File: src/rtl/handshake_rr_arbiter.sv
// -----------------------------------------------------------------------------
// handshake_rr_arbiter
//   Round-robin arbiter merging N_REQ ready/valid requesters onto a single
//   downstream ready/valid channel through one registered output slot. Each
//   beat is tagged with the index of the requester that sourced it.
//
// Ports
//   CLK        in   clock, all state updates on posedge
//   RESET      in   synchronous active-high reset
//   req_valid  in   per-requester valid
//   req_ready  out  per-requester ready (one-hot or zero)
//   req_data   in   payloads, requester k at [k*DATA_W +: DATA_W]
//   out_valid  out  output slot holds a beat
//   out_ready  in   downstream accepts the beat
//   out_data   out  beat payload
//   out_src    out  index of the requester that sourced out_data
//   busy       out  out_valid | (|req_valid), forced low during reset
// -----------------------------------------------------------------------------
module handshake_rr_arbiter #(
   parameter  int N_REQ  = 3,
   parameter  int DATA_W = 5,
   localparam int IDX_W  = $clog2(N_REQ)
) (
   input  logic                      CLK,
   input  logic                      RESET,
   input  logic [N_REQ-1:0]          req_valid,
   output logic [N_REQ-1:0]          req_ready,
   input  logic [N_REQ*DATA_W-1:0]   req_data,
   output logic                      out_valid,
   input  logic                      out_ready,
   output logic [DATA_W-1:0]         out_data,
   output logic [IDX_W-1:0]          out_src,
   output logic                      busy
);

   logic              out_valid_q, out_valid_d;
   logic [DATA_W-1:0] out_data_q,  out_data_d;
   logic [IDX_W-1:0]  out_src_q,   out_src_d;
   logic [IDX_W-1:0]  last_grant_q, last_grant_d;

   logic              slot_free_s;
   logic              found_s;
   logic [IDX_W-1:0]  winner_s;
   logic              accept_s;

   // Slot can take a new beat when empty or when its current beat leaves this cycle.
   assign slot_free_s = !out_valid_q | out_ready;

   // Rotating priority search starting just after the last granted requester.
   always_comb begin
      int cand;
      found_s  = 1'b0;
      winner_s = '0;
      for (int i = 1; i <= N_REQ; i++) begin
         cand = int'(last_grant_q) + i;
         if (cand >= N_REQ) begin
            cand = cand - N_REQ;
         end else begin
            cand = cand;
         end
         if (!found_s && req_valid[IDX_W'(cand)]) begin
            found_s  = 1'b1;
            winner_s = IDX_W'(cand);
         end else begin
            found_s  = found_s;
         end
      end
   end

   // The grant depends only on valids, slot state and reset, never on payload.
   assign accept_s = found_s & slot_free_s & !RESET;

   // One-hot ready towards the winning requester.
   always_comb begin
      req_ready = '0;
      if (accept_s) begin
         req_ready[winner_s] = 1'b1;
      end else begin
         req_ready = '0;
      end
   end

   // Next-state for the output slot and the round-robin pointer.
   always_comb begin
      out_valid_d  = out_valid_q;
      out_data_d   = out_data_q;
      out_src_d    = out_src_q;
      last_grant_d = last_grant_q;
      if (accept_s) begin
         // A new beat overwrites a draining one in the same cycle: no bubble.
         out_valid_d  = 1'b1;
         out_data_d   = req_data[int'(winner_s)*DATA_W +: DATA_W];
         out_src_d    = winner_s;
         last_grant_d = winner_s;
      end else if (out_valid_q && out_ready) begin
         out_valid_d  = 1'b0;
      end else begin
         out_valid_d  = out_valid_q;
      end
   end

   // State registers; the pointer resets to the last index so requester 0 wins first.
   always_ff @(posedge CLK) begin
      if (RESET) begin
         out_valid_q  <= 1'b0;
         out_data_q   <= '0;
         out_src_q    <= '0;
         last_grant_q <= IDX_W'(N_REQ - 1);
      end else begin
         out_valid_q  <= out_valid_d;
         out_data_q   <= out_data_d;
         out_src_q    <= out_src_d;
         last_grant_q <= last_grant_d;
      end
   end

   assign out_valid = out_valid_q;
   assign out_data  = out_data_q;
   assign out_src   = out_src_q;
   assign busy      = !RESET & (out_valid_q | (|req_valid));

endmodule

File: config.mk
export PLATFORM = sky130hd
export DESIGN_NAME = handshake_rr_arbiter
export DESIGN_NICKNAME = d
export VERILOG_FILES = /design/src/rtl/handshake_rr_arbiter.sv
export SDC_FILE = /design/constraint.sdc
export NUM_CORES = 1
export LEC_CHECK = 0
export ABC_AREA = 1
export CORE_ASPECT_RATIO = 1.75
export CORE_MARGIN = 2
export CORE_UTILIZATION = 37
export DETAILED_ROUTE_END_ITERATION = 8
export HOLD_SLACK_MARGIN = 0.02
export PLACE_DENSITY = 0.8
export SYNTH_ARGS = -nofsm -noshare
export SYNTH_HDL_FRONTEND = slang
export SYNTH_SLANG_ARGS = --single-unit
File: constraint.sdc
create_clock -name CLK -period 2.15 [get_ports CLK]
set_clock_uncertainty 0.15 [all_clocks]
set_input_delay 0.3225 -clock CLK [delete_from_list [all_inputs] [get_ports CLK]]
set_output_delay 0.3225 -clock CLK [all_outputs]
set_load 0.02 [all_outputs]
==> impl_summary.txt <==
----------------------------------------------------
[Die]
  Initial core utilization ... 39.2%
  Height of the chip ... 69.7 um
  DIE AREA ... 2900 sq um
  Placeable core area ... 2330 sq um
  Die width ... 41.6 um
  IO Count ... 33
  Standard-cell rows ... 23

[Hold path]
  Source of the worst hold timing path ... out_data[0]
  Endpoint, Worst Hold ... out_data[0]
  HP Class ... flop to flop
  Number of cells on the worst hold path ... 4

[Synthesis]
  Sequential area share after synthesis ... 19.7%
  Largest area contributor in the synthesized netlist ... sky130_fd_sc_hd__dfxtp_1
  Yosys cell types ... 22
  Top area cells in the synthesized netlist ... sky130_fd_sc_hd__dfxtp_1 (20%), sky130_fd_sc_hd__nand2_1 (14%), sky130_fd_sc_hd__inv_1 (12%), sky130_fd_sc_hd__nand3_1 (12%), sky130_fd_sc_hd__nand2_2 (8.2%)
  Area share of the leading cell type in the synthesized netlist ... 19.7%
  Syn nets ... 172
  #FFs+latches synth ... 9
  Summed instance area of the synthesized netlist ... 913 sq um
  Post-synthesis instance total ... 147
  Syn. warnings ... 0
  Per-instance average area after synthesis ... 6.21 sq um

[Layout]
  Final-stage net count ... 239
  Fraction of final layout cells with drive strength greater than 1 ... 42.3%
  Number of filler instances in the final layout ... 184
  Most frequent standard cell in the layout excluding fill and tap cells ... sky130_fd_sc_hd__buf_4
  Highest-count cells in the layout ignoring fill and taps ... sky130_fd_sc_hd__buf_4 (31), sky130_fd_sc_hd__nand2_1 (27), sky130_fd_sc_hd__clkdlybuf4s50_1 (26), sky130_fd_sc_hd__inv_1 (25), sky130_fd_sc_hd__nand3_1 (19)
  Diode count ... 0
  Cell area after layout ... 1700 sq um
  Area growth from synthesis to layout ... 86.2%

[GRT]
  Total congestion overflow ... 0
  Via count of the first global-routing pass ... 1227
  Combined global-route utilization of all metal layers ... 21.1%
  Global-route wire length before repair ... 4890 um
  Pin count of the biggest net entering global routing ... 8
  Antenna violations before repair ... 0

[Placement]
  HPWL after detailed placement ... 2360 um
  RePlAce Congestion ... 0.978
  I/O Buffers ... 32
  Minimum setup slack after placement ... -0.706 ns
  Post-DP Area ... 1500 sq um

[Routing]
  Antenna violation net count after detailed routing ... 0
  Via total after detailed routing ... 1187
  Starting DRC count in detailed routing ... 13
  Average wire length per cell after detail routing ... 13.1 um
  Remaining DRCs ... 0
  First-pass detailed-route iteration total ... 4
  Via-per-instance ratio ... 4.99
  Sum of routed wire length over all layers ... 3110 um

[Pwr]
  Static power due to leakage ... 0.865 nW
  Cell area power density ... 2050 nW/um^2
  Total power ... 3.48 mW
  Worst-case vdd ir drop ... 1.20 mV

[Timing]
  RSZ-0062 raised after global routing ... true
  Clock period minus worst slack ... 2.45 ns
  Number of pins exceeding their max-slew limit in the final report ... 0
  Setup-violating endpoint count in the final report ... 6
  Worst setup slack after layout ... -0.303 ns
  Final Hold Viols ... 0
  Worst slew pin tran ... 0.571 ns
  F_max ... 0.408 GHz
  Fin crit share ... 114%
  Worst rel slew slack ... 61.5%

[Critical path]
  Largest fanout of any net on the critical path ... 7
  Critical path capture point type ... primary output
  Data required time at the worst endpoint ... 1.68 ns
  Startpoint Class ... flop
  Worst r2r dst ... out_data[3]
  Worst r2r src ... out_src[0]
  Critical path class ... flop to primary output
  Register-to-register path setup slack ... -0.02 ns
  Number of cells on the worst reg-to-reg path ... 13
  CP Data Arrival Time ... 1.98 ns

[Clock network]
  Clock tree sinks ... 9
  Maximum clock insertion buffer count ... 2
  Clock Tree Root ... sky130_fd_sc_hd__clkbuf_8
  Number of H-tree levels ... 1
  CTS tree ... yes
  Clock latency of the later-clocked register in the worst-skew pair ... 0.23 ns
  Cts bufs inserted ... 3
  Clock-pin slew reported for the worst setup and hold paths after clock tree synthesis ... 0.05 ns
  Cts-stage hold buffer count ... 0

[Run status]
  Violated checks ... setup timing
  Outcome ... finished with violations

[Flow run]
  Count of maximum capacitance violations ... 0

----------------------------------------------------
per-stage QoR:
stage	hold slack, ns	TNS, ns	utilization, %	cells
after floorplan	0.346	-0.210	-	147
after global placement	0.335	-2.51	64.5	229
after detailed placement	0.354	-3.02	64.5	229
after CTS	0.419	-1.05	68.0	236
after global routing	0.441	-1.66	72.9	238
final	0.417	-0.873	72.9	238
report_power, final:
group,internal (mW),total (mW),switching (mW),leakage (nW)
combinational,1.35,3.00,1.65,0.767
clock,0.129,0.197,0.0679,0.0228
sequential,0.237,0.279,0.0420,0.0752
total,1.71,3.48,1.76,0.865
critical path, cell delays in order, from the launching register on:
cell	delay, ns
sky130_fd_sc_hd__dfxtp_4	0.36
sky130_fd_sc_hd__inv_4	0.05
sky130_fd_sc_hd__ha_4	0.35
sky130_fd_sc_hd__nand2_1	0.11
sky130_fd_sc_hd__nand3_4	0.11
sky130_fd_sc_hd__nand2_4	0.07
sky130_fd_sc_hd__nand2_4	0.08
sky130_fd_sc_hd__nor2_4	0.06
sky130_fd_sc_hd__nor2_8	0.16
sky130_fd_sc_hd__inv_12	0.05
sky130_fd_sc_hd__nor2_8	0.09
sky130_fd_sc_hd__inv_4	0.05
sky130_fd_sc_hd__nor2_4	0.08
sky130_fd_sc_hd__buf_6	0.12
metal layers:
metal  track usage [%]  up-vias  share of wire, %
met1              19.3      536                32
met4              16.5        0               7.2
met5                 0        -                 0
met3              2.86       18               3.2
li1                  -      582                 -
met2              39.2       51                58
registers in the layout (all words and copies together), names as in the netlist:
signal and flops:
out_src 2, out_valid 1, last_grant_q 1, out_data 5
synth_stat cells, drive strengths merged:
library cell / count
dfxtp: 9
clkbuf: 1
inv: 33
nand2: 49
a31oi: 2
nor2: 11
nand3: 22
a41oi: 1
buf: 2
ha: 4
o21ai: 5
a21oi: 8
timing repair:
action / 4_1_cts / 5_1_grt
pin swaps: 8 / 15
setup endpoints to repair: 8 / 11
setup buffers: 3 / 3
hold endpoints to repair: 0 / 0
gates resized for setup: 24 / 25
area by class of cell:
class,count,area (sq um),area share (%)
inverter,33,149,8.76
timing repair buffer,65,583,34.3
multi-input combinational,102,708,41.6
clock buffer,4,45.0,2.65
sequential,9,184,10.8
tap,25,31.3,1.84
cell families after synthesis:
| logic type | share of synthesized area (%) |
|---|---|
| buffers and inverters | 17.7 |
| DFF | 19.7 |
| AOI/OAI and AO/OA | 9.45 |
| adders and majority gates | 5.48 |
| and+or+nand+nor | 47.7 |
how the worst max path moves through the flow:
stage | startpoint | depth (start not counted) | endpoint | slack (ns)
floorplan | out_src[0] | 15 | req_ready[0] | -0.12
global placement | req_valid[0] | 14 | req_ready[0] | -0.67
detailed placement | req_valid[1] | 14 | req_ready[0] | -0.71
CTS | out_src[0] | 15 | req_ready[0] | -0.28
global route | out_src[0] | 15 | req_ready[0] | -0.39
finish | out_src[0] | 13 | req_ready[1] | -0.30
Note: power is estimated with default switching activity, not from simulation.
